$ cat src/rtl/sram_ctrl_pkg.sv
// Shared widths and controller state encoding for the SRAM
// read-modify-write controller.
package sram_ctrl_pkg;

    localparam int ADDR_W = 9;
    localparam int DATA_W = 32;
    localparam int SEL_W  = 4;

    typedef enum logic [2:0] {
        IDLE,
        RD,
        CAP,
        WR,
        RSP
    } state_e;

endpackage

$ cat src/rtl/sram_byte_merge.sv
// Byte-lane merge: each selected lane takes the new byte,
// every other lane keeps the old byte.
module sram_byte_merge
    import sram_ctrl_pkg::*;
(
    input  logic [DATA_W-1:0] old_word,
    input  logic [DATA_W-1:0] new_word,
    input  logic [SEL_W-1:0]  sel,
    output logic [DATA_W-1:0] merged
);

    // Overlay the selected new bytes onto the old word
    always_comb begin
        merged = old_word;
        for (int n = 0; n < SEL_W; n++) begin
            if (sel[n]) begin
                merged[8*n +: 8] = new_word[8*n +: 8];
            end
        end
    end

endmodule

$ cat src/rtl/sram_rmw_ctrl.sv
// Single-request SRAM controller: reads, full writes and
// byte-masked writes via read-modify-write; all outputs registered.
module sram_rmw_ctrl
    import sram_ctrl_pkg::*;
(
    input  logic              clk,
    input  logic              reset,
    input  logic              req_valid,
    output logic              req_ready,
    input  logic [ADDR_W-1:0] req_addr,
    input  logic              req_we,
    input  logic [SEL_W-1:0]  req_sel,
    input  logic [DATA_W-1:0] req_wdata,
    output logic              rsp_valid,
    input  logic              rsp_ready,
    output logic [DATA_W-1:0] rsp_rdata,
    output logic              sram_en,
    output logic              sram_wen,
    output logic [ADDR_W-1:0] sram_addr,
    output logic [DATA_W-1:0] sram_wdata,
    input  logic [DATA_W-1:0] sram_rdata
);

    state_e            state_q, state_d;
    logic [ADDR_W-1:0] addr_q, addr_d;
    logic              we_q, we_d;
    logic [SEL_W-1:0]  sel_q, sel_d;
    logic [DATA_W-1:0] wdata_q, wdata_d;
    // Holds the read word or the word written; doubles as rsp_rdata
    logic [DATA_W-1:0] data_q, data_d;
    logic              req_ready_q, req_ready_d;
    logic              rsp_valid_q, rsp_valid_d;
    logic              sram_en_q, sram_en_d;
    logic              sram_wen_q, sram_wen_d;
    logic [ADDR_W-1:0] sram_addr_q, sram_addr_d;
    logic [DATA_W-1:0] sram_wdata_q, sram_wdata_d;
    logic [DATA_W-1:0] merged;

    sram_byte_merge u_merge (
        .old_word (sram_rdata),
        .new_word (wdata_q),
        .sel      (sel_q),
        .merged   (merged)
    );

    // Next-state, request latch and next registered outputs
    always_comb begin
        state_d = state_q;
        addr_d  = addr_q;
        we_d    = we_q;
        sel_d   = sel_q;
        wdata_d = wdata_q;
        data_d  = data_q;
        unique case (state_q)
            IDLE: begin
                if (req_valid && req_ready_q) begin
                    addr_d  = req_addr;
                    we_d    = req_we;
                    sel_d   = req_sel;
                    wdata_d = req_wdata;
                    if (!req_we) begin
                        state_d = RD;
                    end else if (req_sel == '0) begin
                        data_d  = '0;
                        state_d = RSP;
                    end else if (req_sel == '1) begin
                        data_d  = req_wdata;
                        state_d = WR;
                    end else begin
                        state_d = RD;
                    end
                end
            end
            RD:  state_d = CAP;
            CAP: begin
                if (we_q) begin
                    data_d  = merged;
                    state_d = WR;
                end else begin
                    data_d  = sram_rdata;
                    state_d = RSP;
                end
            end
            WR:  state_d = RSP;
            RSP: begin
                if (rsp_ready) begin
                    state_d = IDLE;
                end
            end
            default: state_d = IDLE;
        endcase

        // SRAM bus is zero whenever no access is being made
        req_ready_d  = (state_d == IDLE);
        rsp_valid_d  = (state_d == RSP);
        sram_en_d    = (state_d == RD) || (state_d == WR);
        sram_wen_d   = (state_d == WR);
        sram_addr_d  = sram_en_d ? addr_d : '0;
        sram_wdata_d = sram_wen_d ? data_d : '0;
    end

    // State and output registers with synchronous reset
    always_ff @(posedge clk) begin
        if (reset) begin
            state_q      <= IDLE;
            addr_q       <= '0;
            we_q         <= 1'b0;
            sel_q        <= '0;
            wdata_q      <= '0;
            data_q       <= '0;
            req_ready_q  <= 1'b1;
            rsp_valid_q  <= 1'b0;
            sram_en_q    <= 1'b0;
            sram_wen_q   <= 1'b0;
            sram_addr_q  <= '0;
            sram_wdata_q <= '0;
        end else begin
            state_q      <= state_d;
            addr_q       <= addr_d;
            we_q         <= we_d;
            sel_q        <= sel_d;
            wdata_q      <= wdata_d;
            data_q       <= data_d;
            req_ready_q  <= req_ready_d;
            rsp_valid_q  <= rsp_valid_d;
            sram_en_q    <= sram_en_d;
            sram_wen_q   <= sram_wen_d;
            sram_addr_q  <= sram_addr_d;
            sram_wdata_q <= sram_wdata_d;
        end
    end

    assign req_ready  = req_ready_q;
    assign rsp_valid  = rsp_valid_q;
    assign rsp_rdata  = data_q;
    assign sram_en    = sram_en_q;
    assign sram_wen   = sram_wen_q;
    assign sram_addr  = sram_addr_q;
    assign sram_wdata = sram_wdata_q;

endmodule
$ cat config.mk
export PLATFORM = sky130hd
export DESIGN_NAME = sram_rmw_ctrl
export DESIGN_NICKNAME = d
export VERILOG_FILES = /design/src/rtl/sram_ctrl_pkg.sv /design/src/rtl/sram_byte_merge.sv /design/src/rtl/sram_rmw_ctrl.sv
export SDC_FILE = /design/constraint.sdc
export NUM_CORES = 1
export LEC_CHECK = 0
export ABC_AREA = 1
export BUFFER_PORTS_ARGS = -buffer_cell sky130_fd_sc_hd__buf_4
export CAP_MARGIN = 30
export CELL_PAD_IN_SITES_DETAIL_PLACEMENT = 1
export CELL_PAD_IN_SITES_GLOBAL_PLACEMENT = 2
export CORE_UTILIZATION = 29
export CTS_BUF_LIST = sky130_fd_sc_hd__clkbuf_16
export CTS_CLUSTER_SIZE = 25
export DETAILED_ROUTE_END_ITERATION = 6
export PLACE_DENSITY = 0.81
export SLEW_MARGIN = 20
export SYNTH_ARGS = -nofsm -noshare
export SYNTH_HDL_FRONTEND = slang
export SYNTH_SLANG_ARGS = --single-unit
$ cat constraint.sdc
create_clock -name clk -period 2.48 [get_ports clk]
set_clock_uncertainty 0.15 [all_clocks]
set_input_delay 0 -clock clk [delete_from_list [all_inputs] [get_ports clk]]
set_output_delay 0 -clock clk [all_outputs]
set_load 0.01 [all_outputs]
# Yosys cells after proc, flatten, opt, wreduce, memory -nomap -nowiden
# Index checks and enable logic that the tools add are counted.
# totals
rom_bits,0
ramBits,0
ff_bits,126
latch_bits,0
mem_count,0
in_bits,82
# classes
n_bitwise,2
reduce_logical,8
multipliers,0
n_shift,0
div_mod_pow,0
add_sub_neg,0
n_eq_ne,8
mux,19
n_lt_le_gt_ge,0
# ops
operator,count
two-way mux 32 bit,5
case mux 32 bit (2 select lines),1
two-way mux 8 bit,4
two-way mux 9 bit,2
two-way mux 3 bit,5
case mux 3 bit (5 select lines),1
"equality test 3 x 2 -> 1 bit, second input constant",3
"equality test 3 x 1 -> 1 bit, second input constant",2
"equality test 3 bit, second input constant",2
zero test 3 bit,2
"equality test 4 bit, second input constant",1
zero test 4 bit,1
OR reduction 2 bit,2
two-way mux 2 bit,1
NOT 1 bit,2
AND reduction 2 bit,1
logical AND 1 bit,1
logical OR 1 bit,1

# Depth between registers and ports, before layout
# depth
depth_word,10
depth_mapped,10
depth_no_buf,9

# By module
# From an unflattened synthesis, not the netlist that was laid out.
# hier_totals
hier_cells,894
hier_area_um2,5881.9
# modules_own_cells
module,n_inst,seq_area_each_um2,cells_each,area_per_inst_um2
sram_rmw_ctrl,1,2522.4,790,5461.5
sram_byte_merge,1,0.0,104,420.4

# Worst setup path after synthesis
# OpenSTA, ideal clock, no wires.
# synth_timing
path_type,register -> register
from,reg req_ready_q (netlist: req_ready)
to,reg req_ready_q (netlist: req_ready)
t_required_ns,2.209
period_less_slack_ns,1.560
setup_slack_ns,0.920
stages_incl_launch_ff,9
arrival_ns,1.289
path_cell_list,dfxtp_1 -> nand2_1 -> nor2_4 -> buf_2 -> nand2_1 -> o21ai_0 -> nand2_1 -> nand2_1 -> nand2_1
# synth_between
elab_chain_cells,4
# synth_rtl
element,line,text
from (decl),sram_rmw_ctrl.sv:31,"logic req_ready_q, req_ready_d;"
from (signal assigned),sram_rmw_ctrl.sv:124,req_ready_q <= req_ready_d;
logical AND 1 bit,sram_rmw_ctrl.sv:56,if (req_valid && req_ready_q) begin
two-way mux 3 bit,sram_rmw_ctrl.sv:56,
case mux 3 bit (5 select lines),sram_rmw_ctrl.sv:54,unique case (state_q)
zero test 3 bit,sram_rmw_ctrl.sv:94,req_ready_d = (state_d == IDLE);
# Every way passes these cells.
# A chain may end at the register's enable or synchronous reset.

# Worst setup path after layout
# layout_timing
from,reg req_ready_q (netlist: req_ready)
to,reg sram_wdata_q[31] (netlist: sram_wdata[31])
# layout_between
elab_chain_cells,6
word_cells_on_any_way,8
cone_classes,eq/ne: 1; mux: 4; bitwise: 1; reduce/logical: 2
# layout_rtl
element,line,text
logical AND 1 bit *,sram_rmw_ctrl.sv:56,
two-way mux 3 bit,sram_rmw_ctrl.sv:56,
case mux 3 bit (5 select lines),sram_rmw_ctrl.sv:54,
equality test 3 x 2 -> 1 bit,sram_rmw_ctrl.sv:97,sram_wen_d = (state_d == WR);
NOT 1 bit (no source line),-,
OR reduction 2 bit (no source line),-,
to (signal assigned),sram_rmw_ctrl.sv:129,sram_wdata_q <= sram_wdata_d;
to (decl),sram_rmw_ctrl.sv:36,"logic [DATA_W-1:0] sram_wdata_q, sram_wdata_d;"
# Mark *: on every way between the ends. The rest lies on a longest branch, timed or not.

==> flow_metrics.tcl <==
set metrics [dict create \
    path_cells "nand2_1 > nor2_4 > buf_4 > nand3_1 > nand3_2 > nand3_4 > nor2_1" \
    startpoint_type "flop" \
    crit_family "simple AND/OR/NAND/NOR gates" \
    viasPerCell 4.43 \
    cpPeakStageDelay_ns 0.41 \
    clockBufferDepth 2 \
    diodes 0 \
    synth_warnings 0 \
    wl_per_cell_um 14.1 \
    numCtsBuffers 17 \
    post-cts-setup-buffers 0 \
    path_class "reg -> reg" \
    cts_htree_levels 4 \
    rows 51 \
    routed_wl_mm 19.9 \
    drv_slew 0 \
    setup_viol 0 \
    ys_ff_latch 126 \
    status "finished clean" \
    post-route-util 0.434 \
    finalNetCount 1216 \
    dieHeight_um 144 \
    synth_cell_types 21 \
    final_common_cell "nand2_1" \
    cts-root-buf "clkbuf_16" \
    yosysSeqAreaShare 0.429 \
    clock_latency_ns 0.42 \
    cts_tree "built" \
    core_um2 19700 \
    clock.fmax_mhz 494 \
    avgSynthCellArea_um2 6.35 \
    synth_edf_count 0 \
    slew_headroom 0.623 \
    dieArea_um2 20900 \
    drtIter0Drc 195 \
    final_cell_mix "283 x nand2_1, 181 x inv_1, 173 x buf_4" \
    rsz0062_at_grt "no" \
    p_leak_nw 4.44 \
    path_clk_slew_ns 0.06 \
    synth_area_um2 5880 \
    synth-async-reset-ratio 0 \
    cp_max_fo 33 \
    fin_crit_ns 2.03 \
    track_usage 0.202 \
    start_util 0.299 \
    tightest_slew_ns 0.565 \
    fp.dieW_um 144 \
    overflow 0 \
    drv_cap 0 \
    gp_congestion 0.777 \
    path_buf_inv 1 \
    synthCells 927 \
    grt_first_pass_wirelength_mm 32.1 \
    final_cells 1412 \
    finalCritPeriodShare 0.817 \
    final.setup.tns_ns 0 \
    port_buffers 158 \
    antenna_found_initial 0 \
    synth_ff_type "dfxtp_1" \
    critPathArrivalTime_ns 2.22 \
    remaining_drc_errors 0 \
    place_inst 1319 \
    clock-sinks 126 \
    grt_start_max_net_pins 62 \
    syn-num-nets 1009 \
    end_kind "flop" \
    ant_nets 0 \
    area_growth_pct 44.9 \
    drive_gt1_frac 0.191 \
    powerDensity_nw_per_um2 918 \
    vdd_drop_max_v 0.000532 \
    required_ns 2.67 \
    hold_path_class "in -> reg" \
    cpMaxStageDelayCell "dfxtp_1" \
    drt_pre_antenna_iters 4 \
    nFillCells 2566 \
    dp_hpwl_mm 13.1 \
    grt_pass1_vias 6492 \
    vias 6250 \
    hold_viol_final 0 \
    io_pins 159 \
    cts_resized 0 \
]
-- cells in the mapped netlist, types with 2 or more instances --
cell type | count | area (um2)
buf_6 | 3 | 33.8
buf_4 | 4 | 30.0
o21ai_1 | 39 | 195
clkbuf_1 | 22 | 82.6
buf_2 | 17 | 85.1
nor2_4 | 2 | 22.5
nand2_2 | 3 | 18.8
dfxtp_1 | 126 | 2520
o21ai_0 | 41 | 205
inv_2 | 3 | 11.3
nor2_1 | 90 | 338
a21oi_1 | 37 | 185
inv_1 | 181 | 679
nor2_2 | 2 | 12.5
nand2_1 | 283 | 1060
nand3_2 | 3 | 30.0
nand3_1 | 67 | 335
-- timing repair --
| item | in CTS | in global routing |
|---|---|---|
| hold endpoints to repair | 120 | 0 |
| setup endpoints to repair | 0 | 0 |
| hold buffers | 61 | 0 |
-- report_power, final --
part,total [mW],switching (mW),internal [mW]
Sequential,2.60,0.177,2.43
Combinational,2.67,1.64,1.03
Clock,2.55,0.978,1.57
Total,7.82,2.79,5.03
-- flip-flops by register name (all words and copies together), names as in the netlist, 3 cells and up --
name and cells:
sram_wdata 32, sram_addr 9, addr_q 9, wdata_q 32, state_q 3, sel_q 4, rsp_rdata 32
-- final timing paths --
path                   from             end  slack (ns)  cells after the start
min          sram_rdata[10]   rsp_rdata[10]      0.0003                      9
max               req_ready  sram_wdata[31]        0.45                      7
min reg2reg        sel_q[1]        sel_q[1]        0.29                      2
max reg2reg       req_ready  sram_wdata[31]        0.45                      7
-- final cells by class --
type	count	area, um2	share of cell area
Inverter	185	696	0.0816
Multi-Input combinational cell	569	2450	0.287
Clock buffer	17	425	0.0499
Tap cell	265	332	0.0389
Sequential cell	126	2520	0.296
Clock inverter	15	173	0.0203
Timing Repair Buffer	235	1930	0.226
-- cell families (layout without fill, tap and decap cells) --
| kind of cell | count (synthesis) | count (layout) | share of synthesized area |
|---|---|---|---|
| simple gates | 451 | 451 | 0.312 |
| compound gates | 118 | 118 | 0.101 |
| flops | 126 | 126 | 0.429 |
| buf+inv | 232 | 452 | 0.158 |
-- through the flow --
| stage | hold slack, ns | cell area (um2) | total power [mW] | worst slack [ns] |
|---|---|---|---|---|
| after detailed placement | 0.122 | 7310 | 5.28 | 0.410 |
| after global routing | 0.0397 | 8520 | 8.42 | 0.249 |
| after floorplan | 0.0164 | 5880 | 4.30 | 0.920 |
| after CTS | 0.000104 | 8520 | 7.96 | 0.399 |
| final | 0.000339 | 8520 | 7.82 | 0.454 |
| after global placement | 0.112 | 7310 | 5.23 | 0.556 |
-- per-layer routing --
metal | global-route usage | vias up | share of wire
met5 | 0 | - | 0
met4 | 0.0604 | 0 | 0.013
met3 | 0.0417 | 16 | 0.041
met2 | 0.362 | 130 | 0.49
met1 | 0.239 | 2919 | 0.46
li1 | - | 3185 | -
-- worst reg2reg max path, cell delays in order (launching register included) --
cell and delay [ns]:
dfxtp_1 0.41, nand2_1 0.14, nor2_4 0.13, buf_4 0.23, nand3_1 0.14, nand3_2 0.12
nand3_4 0.40, nor2_1 0.24
(Power assumes the default switching activity.)
